<file path="config.mk">
export PLATFORM = sky130hd
export DESIGN_NAME = tt_sweep
export DESIGN_NICKNAME = d
export VERILOG_FILES = /design/src/rtl/tt_sweep.sv
export SDC_FILE = /design/constraint.sdc
export NUM_CORES = 1
export LEC_CHECK = 0
export CORE_MARGIN = 3
export CORE_UTILIZATION = 30
export DETAILED_ROUTE_END_ITERATION = 10
export GPL_ROUTABILITY_DRIVEN = 0
export MAX_ROUTING_LAYER = met4
export PLACE_DENSITY_LB_ADDON = 0.05
export SLEW_MARGIN = 20
export SYNTH_ARGS = -nofsm -noshare
export SYNTH_HDL_FRONTEND = slang
export SYNTH_SLANG_ARGS = --single-unit
</file>
<file path="constraint.sdc">
create_clock -name clk -period 6.7 [get_ports clk]
set_clock_uncertainty 0.05 [all_clocks]
set_input_delay 1.34 -clock clk [delete_from_list [all_inputs] [get_ports clk]]
set_output_delay 1.34 -clock clk [all_outputs]
set_load 0.03 [all_outputs]
</file>
<file path="src/rtl/tt_sweep.sv">
// tt_sweep: sweeps a 7-input combinational function block through all 128
// minterms, assembles its truth table and compares it with an expected table.
// Results: match flag, mismatch count, first mismatching minterm, on-set size.
// Optional build macro TT_SWEEP_FREG_EN: registers f_in_i before comparison
// (one extra cycle of latency, compare index lags drive index by one).
module tt_sweep (
    input  logic         clk,
    input  logic         rst,
    input  logic         start_i,
    input  logic [127:0] expected_i,
    output logic         x0_o,
    output logic         x1_o,
    output logic         x2_o,
    output logic         x3_o,
    output logic         x4_o,
    output logic         x5_o,
    output logic         x6_o,
    input  logic         f_in_i,
    output logic         busy_o,
    output logic         done_o,
    output logic [127:0] tt_o,
    output logic         match_o,
    output logic [7:0]   mismatch_cnt_o,
    output logic [6:0]   first_bad_o,
    output logic         first_bad_vld_o,
    output logic [7:0]   ones_cnt_o
);

    typedef enum logic [1:0] {
        S_IDLE = 2'd0,
        S_RUN  = 2'd1,
        S_DONE = 2'd2
    } state_t;

    state_t       state_q, state_d;
    logic [7:0]   cnt_q, cnt_d;       // capture-edge counter within RUN
    logic [6:0]   x_q, x_d;
    logic [127:0] exp_q, exp_d;
    logic [127:0] tt_q, tt_d;
    logic [7:0]   ones_q, ones_d;
    logic [7:0]   mis_q, mis_d;
    logic [6:0]   fb_q, fb_d;
    logic         fbv_q, fbv_d;
    logic         match_q, match_d;
    logic         busy_q, busy_d;
    logic         done_q, done_d;

    logic         cap_en_s;           // this RUN edge stores a truth-table bit
    logic [6:0]   cap_idx_s;          // minterm being stored
    logic         cap_bit_s;          // value being stored
    logic         cap_last_s;         // this RUN edge stores minterm 127
    logic         mism_s;

`ifdef TT_SWEEP_FREG_EN
    logic f_q;

    // Pipeline register on the function-block output for deep networks.
    always_ff @(posedge clk) begin
        if (rst) begin
            f_q <= 1'b0;
        end else begin
            f_q <= f_in_i;
        end
    end

    // First RUN edge only primes f_q; minterm cnt-1 is stored afterwards.
    assign cap_en_s   = (cnt_q != 8'd0);
    assign cap_idx_s  = cnt_q[6:0] - 7'd1;
    assign cap_bit_s  = f_q;
    assign cap_last_s = (cnt_q == 8'd128);
`else
    assign cap_en_s   = 1'b1;
    assign cap_idx_s  = cnt_q[6:0];
    assign cap_bit_s  = f_in_i;
    assign cap_last_s = (cnt_q == 8'd127);
`endif

    assign mism_s = cap_bit_s ^ exp_q[cap_idx_s];

    // Next-state and datapath update for the IDLE/RUN/DONE sweep sequence.
    always_comb begin
        state_d = state_q;
        cnt_d   = cnt_q;
        x_d     = x_q;
        exp_d   = exp_q;
        tt_d    = tt_q;
        ones_d  = ones_q;
        mis_d   = mis_q;
        fb_d    = fb_q;
        fbv_d   = fbv_q;
        match_d = match_q;
        busy_d  = busy_q;
        done_d  = 1'b0;
        case (state_q)
            S_IDLE: begin
                if (start_i) begin
                    state_d = S_RUN;
                    cnt_d   = 8'd0;
                    x_d     = 7'd0;
                    exp_d   = expected_i;
                    tt_d    = 128'd0;
                    ones_d  = 8'd0;
                    mis_d   = 8'd0;
                    fb_d    = 7'd0;
                    fbv_d   = 1'b0;
                    match_d = 1'b0;
                    busy_d  = 1'b1;
                end else begin
                    state_d = S_IDLE;
                end
            end
            S_RUN: begin
                if (cap_en_s) begin
                    tt_d[cap_idx_s] = cap_bit_s;
                    ones_d = ones_q + {7'd0, cap_bit_s};
                    if (mism_s) begin
                        mis_d = mis_q + 8'd1;
                        if (!fbv_q) begin
                            fb_d  = cap_idx_s;
                            fbv_d = 1'b1;
                        end else begin
                            fb_d  = fb_q;
                        end
                    end else begin
                        mis_d = mis_q;
                    end
                end else begin
                    tt_d = tt_q;
                end
                // Drive index saturates at 127 (holds there in the registered build).
                if (cnt_q >= 8'd126) begin
                    x_d = 7'd127;
                end else begin
                    x_d = cnt_q[6:0] + 7'd1;
                end
                if (cap_last_s) begin
                    state_d = S_DONE;
                    busy_d  = 1'b0;
                    done_d  = 1'b1;
                    match_d = (mis_d == 8'd0);
                end else begin
                    cnt_d   = cnt_q + 8'd1;
                end
            end
            S_DONE: begin
                state_d = S_IDLE;
            end
            default: begin
                state_d = S_IDLE;
            end
        endcase
    end

    // State and result registers with synchronous reset.
    always_ff @(posedge clk) begin
        if (rst) begin
            state_q <= S_IDLE;
            cnt_q   <= 8'd0;
            x_q     <= 7'd0;
            exp_q   <= 128'd0;
            tt_q    <= 128'd0;
            ones_q  <= 8'd0;
            mis_q   <= 8'd0;
            fb_q    <= 7'd0;
            fbv_q   <= 1'b0;
            match_q <= 1'b0;
            busy_q  <= 1'b0;
            done_q  <= 1'b0;
        end else begin
            state_q <= state_d;
            cnt_q   <= cnt_d;
            x_q     <= x_d;
            exp_q   <= exp_d;
            tt_q    <= tt_d;
            ones_q  <= ones_d;
            mis_q   <= mis_d;
            fb_q    <= fb_d;
            fbv_q   <= fbv_d;
            match_q <= match_d;
            busy_q  <= busy_d;
            done_q  <= done_d;
        end
    end

    assign x0_o            = x_q[0];
    assign x1_o            = x_q[1];
    assign x2_o            = x_q[2];
    assign x3_o            = x_q[3];
    assign x4_o            = x_q[4];
    assign x5_o            = x_q[5];
    assign x6_o            = x_q[6];
    assign busy_o          = busy_q;
    assign done_o          = done_q;
    assign tt_o            = tt_q;
    assign match_o         = match_q;
    assign mismatch_cnt_o  = mis_q;
    assign first_bad_o     = fb_q;
    assign first_bad_vld_o = fbv_q;
    assign ones_cnt_o      = ones_q;

endmodule

</file>
==> results of run 1 <==
[worst min-delay path, delay by kind of cell, from the launching register on]
| family | cells | cell delay (ns) |
|---|---|---|
| AOI/OAI and AO/OA | 1 | 0.05 |
| DFF | 1 | 0.30 |
| and+or+nand+nor | 1 | 0.05 |
[where the power goes]
part | switching (µW) | internal (µW)
combinational | 220 | 149
sequential | 29.4 | 1840
clock | 785 | 1220
[layout by cell type, fill, tap and decap left out, types with 3 or more instances in the layout]
| cell | synthesis | final |
|---|---|---|
| nand3_1 | 29 | 29 |
| o211ai_1 | 129 | 129 |
| and3_1 | 5 | 5 |
| or3_1 | 3 | 3 |
| xor2_1 | 3 | 3 |
| buf_4 | 4 | 18 |
| a31oi_1 | 5 | 5 |
| nor2b_1 | 7 | 5 |
| o21ai_0 | 13 | 13 |
| a22oi_1 | 27 | 27 |
| xnor2_1 | 4 | 4 |
| mux2i_1 | 51 | 51 |
| dfxtp_1 | 300 | 299 |
| nand4_1 | 8 | 8 |
| a21oi_1 | 282 | 282 |
| mux2_2 | 7 | 7 |
| clkbuf_1 | 104 | 9 |
| ha_1 | 4 | 4 |
| nand2_1 | 437 | 436 |
| mux4_1 | 6 | 6 |
| clkinv_2 | 0 | 6 |
| nor3_1 | 17 | 14 |
| clkbuf_16 | 0 | 39 |
| and2_1 | 5 | 4 |
| nand2b_1 | 6 | 6 |
| clkbuf_8 | 0 | 10 |
| nand3b_1 | 9 | 9 |
| clkdlybuf4s50_1 | 0 | 292 |
| nor2_1 | 51 | 50 |
[area by class of cell]
type                            count  share of cell area (%)
Clock inverter                      9                  0.4487
Clock buffer                       58                   6.636
Sequential cell                   300                   34.76
Timing Repair Buffer              313                   18.00
Multi-Input combinational cell   1140                   36.21
Inverter                            2                 0.04342
Tap cell                          539                   3.900
[cells in the mapped netlist, drive strengths merged, types with 9 or more instances]
| master | number | share of area (%) |
|---|---|---|
| nand2 | 437 | 13 |
| dfxtp | 300 | 47 |
| a21oi | 282 | 11 |
| o211ai | 129 | 7.6 |
| clkbuf | 106 | 3.1 |
| mux2i | 51 | 4.0 |
| nor2 | 51 | 1.5 |
| nand3 | 29 | 1.1 |
| a22oi | 27 | 1.6 |
| buf | 25 | 1.5 |
| nor3 | 17 | 0.66 |
| o21ai | 14 | 0.55 |
| nand3b | 9 | 0.53 |
[cells by family (layout without fill, tap and decap cells)]
| family | after synthesis | in the layout |
|---|---|---|
| and+or+nand+nor | 589 | 589 |
| AOI/OAI and AO/OA | 472 | 472 |
| DFF | 300 | 300 |
| buffers and inverters | 133 | 382 |
| muxes | 67 | 67 |
| xor gates and xnor gates | 8 | 8 |
| adders and majority gates | 4 | 4 |
[path summary, 6_finish.rpt]
path                               start                             end  slack (ns)  cells after the start
hold reg to reg   exp_q[18]$_SDFFE_PP0P_          exp_q[18]$_SDFFE_PP0P_        0.40                      2
setup / recovery   cnt_q[0]$_SDFFE_PP0P_  mismatch_cnt_o[3]$_SDFFE_PP0P_        2.72                      9
setup reg to reg   cnt_q[0]$_SDFFE_PP0P_  mismatch_cnt_o[3]$_SDFFE_PP0P_        2.72                      9
hold / removal    exp_q[18]$_SDFFE_PP0P_          exp_q[18]$_SDFFE_PP0P_        0.40                      2
[per-layer routing]
metal / part of all wire, % / routed length, µm / vias up
met4: 2.4 / 1210 / 0
met2: 47 / 23560 / 393
met3: 6.4 / 3193 / 78
li1: - / - / 5967
met5: 0 / 0 / -
met1: 44 / 21920 / 5834
[state kept, by name, summed over array words and instances, names as in the netlist]
register	flops
exp_q	128
tt_o	128
cnt_q	8
mismatch_cnt_o	8
ones_cnt_o	8
first_bad_o	7
x_q	7
state_q	2
busy_o	1
done_o	1
first_bad_vld_o	1
match_o	1
[per-stage QoR]
step / setup WS (ns) / cells / cell area [µm²]
4_1_cts: 2.641 / 2361 / 17280
5_1_grt: 2.441 / 2361 / 17290
6_report: 2.724 / 2361 / 17290
3_5_place_dp: 2.658 / 2294 / 16060
2_1_floorplan: 4.078 / 1573 / 12810
3_3_place_gp: 2.674 / 2294 / 16050
==> results_dict.tcl, run 1 <==
set metrics [dict create \
    start_util_pct 30.48 \
    multiInputGateArea_mm2 0.006261 \
    synth-seq-cells 300 \
    yosysWarnings 0 \
    synthSimpleGateAreaFrac_pct 19.07 \
    rsz0062_at_grt "false" \
    startpoint_type "flip-flop" \
    use_met3_pct 4.378 \
    path_clk_slew_ns 0.06 \
    vias 12270 \
    use_met1_pct 28.37 \
    hold_path_class "reg -> reg" \
    cp_slowest_stage_delay_ns 0.96 \
    die-area_mm2 0.04523 \
    grt_first_pass_wirelength_um 74150 \
    h-tree-depth 2 \
    relSlewSlack_pct 23.74 \
    grtUsageTotal_pct 21.98 \
    drv_cap 0 \
    synth_top_family_by_area "compound AO/OA/AOI/OAI gates" \
    top_usage_layer "met2" \
    synth_cell_types 55 \
    cts_buffers 37 \
    utilization_pct 41.13 \
    syn_to_final_growth_pct 34.94 \
    peakVddDrop_mv 0.1256 \
    path_cells "nor2b_2 > a22oi_1 > a31oi_1 > nand4_1 > and4_4 > xor2_4 > and2_1 > a21oi_1 > a311oi_1" \
    cp.arrival_ns 4.37 \
    die_h_um 212.7 \
    power.total_uw 4234 \
    crit_buf_inv 0 \
    firstDrtPassIters 5 \
    worstPathMaxFanout 16 \
    layout.nets 1930 \
    critical_path_class "reg -> reg" \
    cts.path.max_buffers 3 \
    report.final.slew_viol_count 0 \
    synth-xor-area-share_pct 0.6933 \
    port_buffers 293 \
    max_freq_mhz 251.5 \
    antenna_cells 0 \
    leakage_uw 0.005659 \
    synth_edf_count 0 \
    avgViaCountPerCell 5.198 \
    core_area_mm2 0.04204 \
    power_density_mw_per_mm2 244.9 \
    syn-mean-instance-area_um2 8.146 \
    met2_usage_pct 35.60 \
    synthesis.instances 1573 \
    antenna_found_initial 0 \
    slowest_stage "nor2b_2" \
    cts.sinks 300 \
    min_period_ns 3.976 \
    tightest_slew_ns 1.135 \
    mappedNetlistArea_mm2 0.01281 \
    drcViolationCount 0 \
    whs_ns 0.3997 \
    overflow 0 \
    final-hold-violation-count 0 \
    yosys.area_share.adder_pct 0.3906 \
    cts_setup_buffers 0 \
    cts-root-buf "clkbuf_16" \
    clkLatencyLatePin_ns 0.53 \
    rows 75 \
    ys_seq_area_share_pct 46.87 \
    grt_pass1_vias 11920 \
    setup-violations-final 0 \
    grt_max_degree 199 \
    finalSetupTns_ns 0 \
    ctsResizeCount 0 \
    status "finished clean" \
    dp_hpwl_um 32390 \
    wl_per_cell_um 21.13 \
    final-seq-area_mm2 0.006010 \
    first_iter_violations 815 \
    io_pins 294 \
    antenna_left 0 \
    postCtsHoldBufs 0 \
    async_reset_ff_share_pct 0 \
    synth-main-ff-cell "dfxtp_1" \
    layout-drive-gt1-share_pct 5.763 \
    postSynthNetCount 1709 \
    cp_top_family "simple AND/OR/NAND/NOR gates" \
    endpoint_kind "flip-flop" \
    die_x_um 212.7 \
    fin_crit_sh_pct 59.35 \
    cp.required_ns 7.09 \
    synth_compound_area_share_pct 22.04 \
    cts_tree "yes" \
    num-fill-cells 4293 \
    wirelength_um 49880 \
    synthMuxAreaShare_pct 6.298 \
]
(Power assumes the default switching activity.)
==> run 2: changes to the inputs <==
==> constraint.sdc (replaced) <==
create_clock -name clk -period 3.46 [get_ports clk]
set_clock_uncertainty 0.05 [all_clocks]
set_input_delay 0.692 -clock clk [delete_from_list [all_inputs] [get_ports clk]]
set_output_delay 0.692 -clock clk [all_outputs]
set_load 0.03 [all_outputs]
==> results_dict.tcl, run 2 (synthesized netlist as in run 1, its figures left out) <==
set metrics [dict create \
    reg2regPathDepth 10 \
    rsz0062_at_grt "false" \
    cp-startpoint "cnt_q[1]$_SDFFE_PP0P_" \
    fin_crit_sh_pct 91.40 \
    final-hold-violation-count 0 \
    r2r-start "cnt_q[1]$_SDFFE_PP0P_" \
    overflow 0 \
    die_x_um 212.7 \
    layout-drive-gt1-share_pct 7.297 \
    report.final.slew_viol_count 0 \
    postCtsHoldBufs 0 \
    first_iter_violations 874 \
    cts-root-buf "clkbuf_16" \
    rows 75 \
    cts_tree "yes" \
    final_common_cell "nand2_1" \
    path_clk_slew_ns 0.06 \
    finalSetupTns_ns 0 \
    drcViolationCount 0 \
    stdcell_count 2389 \
    worstPathMaxFanout 14 \
    num-fill-cells 4329 \
    wirelength_um 49550 \
    grtUsageTotal_pct 21.79 \
    clkLatencyLatePin_ns 0.53 \
    antenna_cells 0 \
    setup-violations-final 0 \
    h-tree-depth 2 \
    grt_max_degree 134 \
    vias 12400 \
    cts_buffers 37 \
    min_from "exp_q[86]$_SDFFE_PP0P_" \
    startpoint_type "flip-flop" \
    min_to "exp_q[86]$_SDFFE_PP0P_" \
    min_period_ns 3.163 \
    relSlewSlack_pct 31.56 \
    leakage_uw 0.005826 \
    critical_path_class "reg -> reg" \
    cp.required_ns 3.85 \
    r2r_slack_ns 0.30 \
    max_freq_mhz 316.2 \
    endpoint_kind "flip-flop" \
    grt_pass1_vias 11960 \
    cp.arrival_ns 3.55 \
    min_path_cells 2 \
    start_util_pct 30.48 \
    status "finished clean" \
    port_buffers 293 \
    drv_cap 0 \
    final-seq-area_mm2 0.006011 \
    peakVddDrop_mv 0.2391 \
    wl_per_cell_um 20.74 \
    antenna_found_initial 0 \
    final_cell_mix "436 x nand2_1, 298 x dfxtp_1, 292 x clkdlybuf4s50_1" \
    tightest_slew_ns 1.024 \
    multiInputGateArea_mm2 0.006245 \
    layout.nets 1962 \
    core_area_mm2 0.04204 \
    placed_cells 2325 \
    die-area_mm2 0.04523 \
    syn_to_final_growth_pct 36.94 \
    dp_hpwl_um 34020 \
    r2r_end "mismatch_cnt_o[3]$_SDFFE_PP0P_" \
    die_h_um 212.7 \
    worst_slack_ns 0.2974 \
    antenna_left 0 \
    firstDrtPassIters 7 \
    cts.path.max_buffers 3 \
    avgViaCountPerCell 5.188 \
    hold_path_class "reg -> reg" \
    grt_first_pass_wirelength_um 73950 \
    io_pins 294 \
    power_density_mw_per_mm2 462.9 \
    cts.sinks 300 \
    post-place-ws_ns 0.07107 \
]
run 2: metal layers:
metal  global-route usage, %  wire length (µm)
met5                       -                 0
met4                   5.185              1034
met3                   3.659              2934
met2                   35.50             23920
met1                   28.44             21660
run 2: final cells by class:
class / count / area share (%)
Clock inverter: 10 / 0.4849
Multi-Input combinational cell: 1140 / 35.59
Tap cell: 539 / 3.843
Sequential cell: 300 / 34.26
Clock buffer: 53 / 6.204
Timing Repair Buffer: 345 / 19.58
Inverter: 2 / 0.04278
run 2: where the power goes:
| part | leakage (µW) | internal, µW | switching (µW) |
|---|---|---|---|
| Combinational | 0.00281 | 307 | 423 |
| Clock | 0.000580 | 2260 | 1520 |
| Sequential | 0.00244 | 3550 | 63.5 |
run 2: worst max-delay path by stage:
stage / end / slack [ns] / cells past startpoint
2_1_floorplan: mismatch_cnt_o[5]$_SDFFE_PP0P_ / 0.84 / 11
3_3_place_gp: mismatch_cnt_o[3]$_SDFFE_PP0P_ / 0.18 / 9
3_5_place_dp: mismatch_cnt_o[3]$_SDFFE_PP0P_ / 0.07 / 9
4_1_cts: mismatch_cnt_o[3]$_SDFFE_PP0P_ / 0.06 / 9
5_1_grt: mismatch_cnt_o[3]$_SDFFE_PP0P_ / 0.04 / 10
6_report: mismatch_cnt_o[3]$_SDFFE_PP0P_ / 0.30 / 10
run 2: per-stage QoR:
step | util, % | hold slack, ns | power [µW] | area [µm²]
after global placement | 38.88 | 0.3918 | 4430 | 16340
after detailed placement | 38.88 | 0.3946 | 4430 | 16340
after floorplan | - | 0.3815 | 4079 | 12810
after global routing | 41.74 | 0.4200 | 8425 | 17550
final | 41.74 | 0.4013 | 8123 | 17550
after CTS | 41.67 | 0.4032 | 8222 | 17520
run 2: timing repair:
item | CTS | global route
hold endpoints to repair | 0 | 0
endpoints found under the setup margin | 0 | 12
gates resized for setup | 0 | 2
setup buffers | 0 | 1
run 2: worst max-delay path: stages (launching register included):
cell      delay [ns]
dfxtp_2         0.49
buf_4           0.23
mux4_1          0.55
mux2_2          0.27
nand2_1         0.06
nand4_1         0.09
and4_4          0.23
xor2_4          0.36
and2_1          0.39
a21oi_1         0.11
a311oi_1        0.24
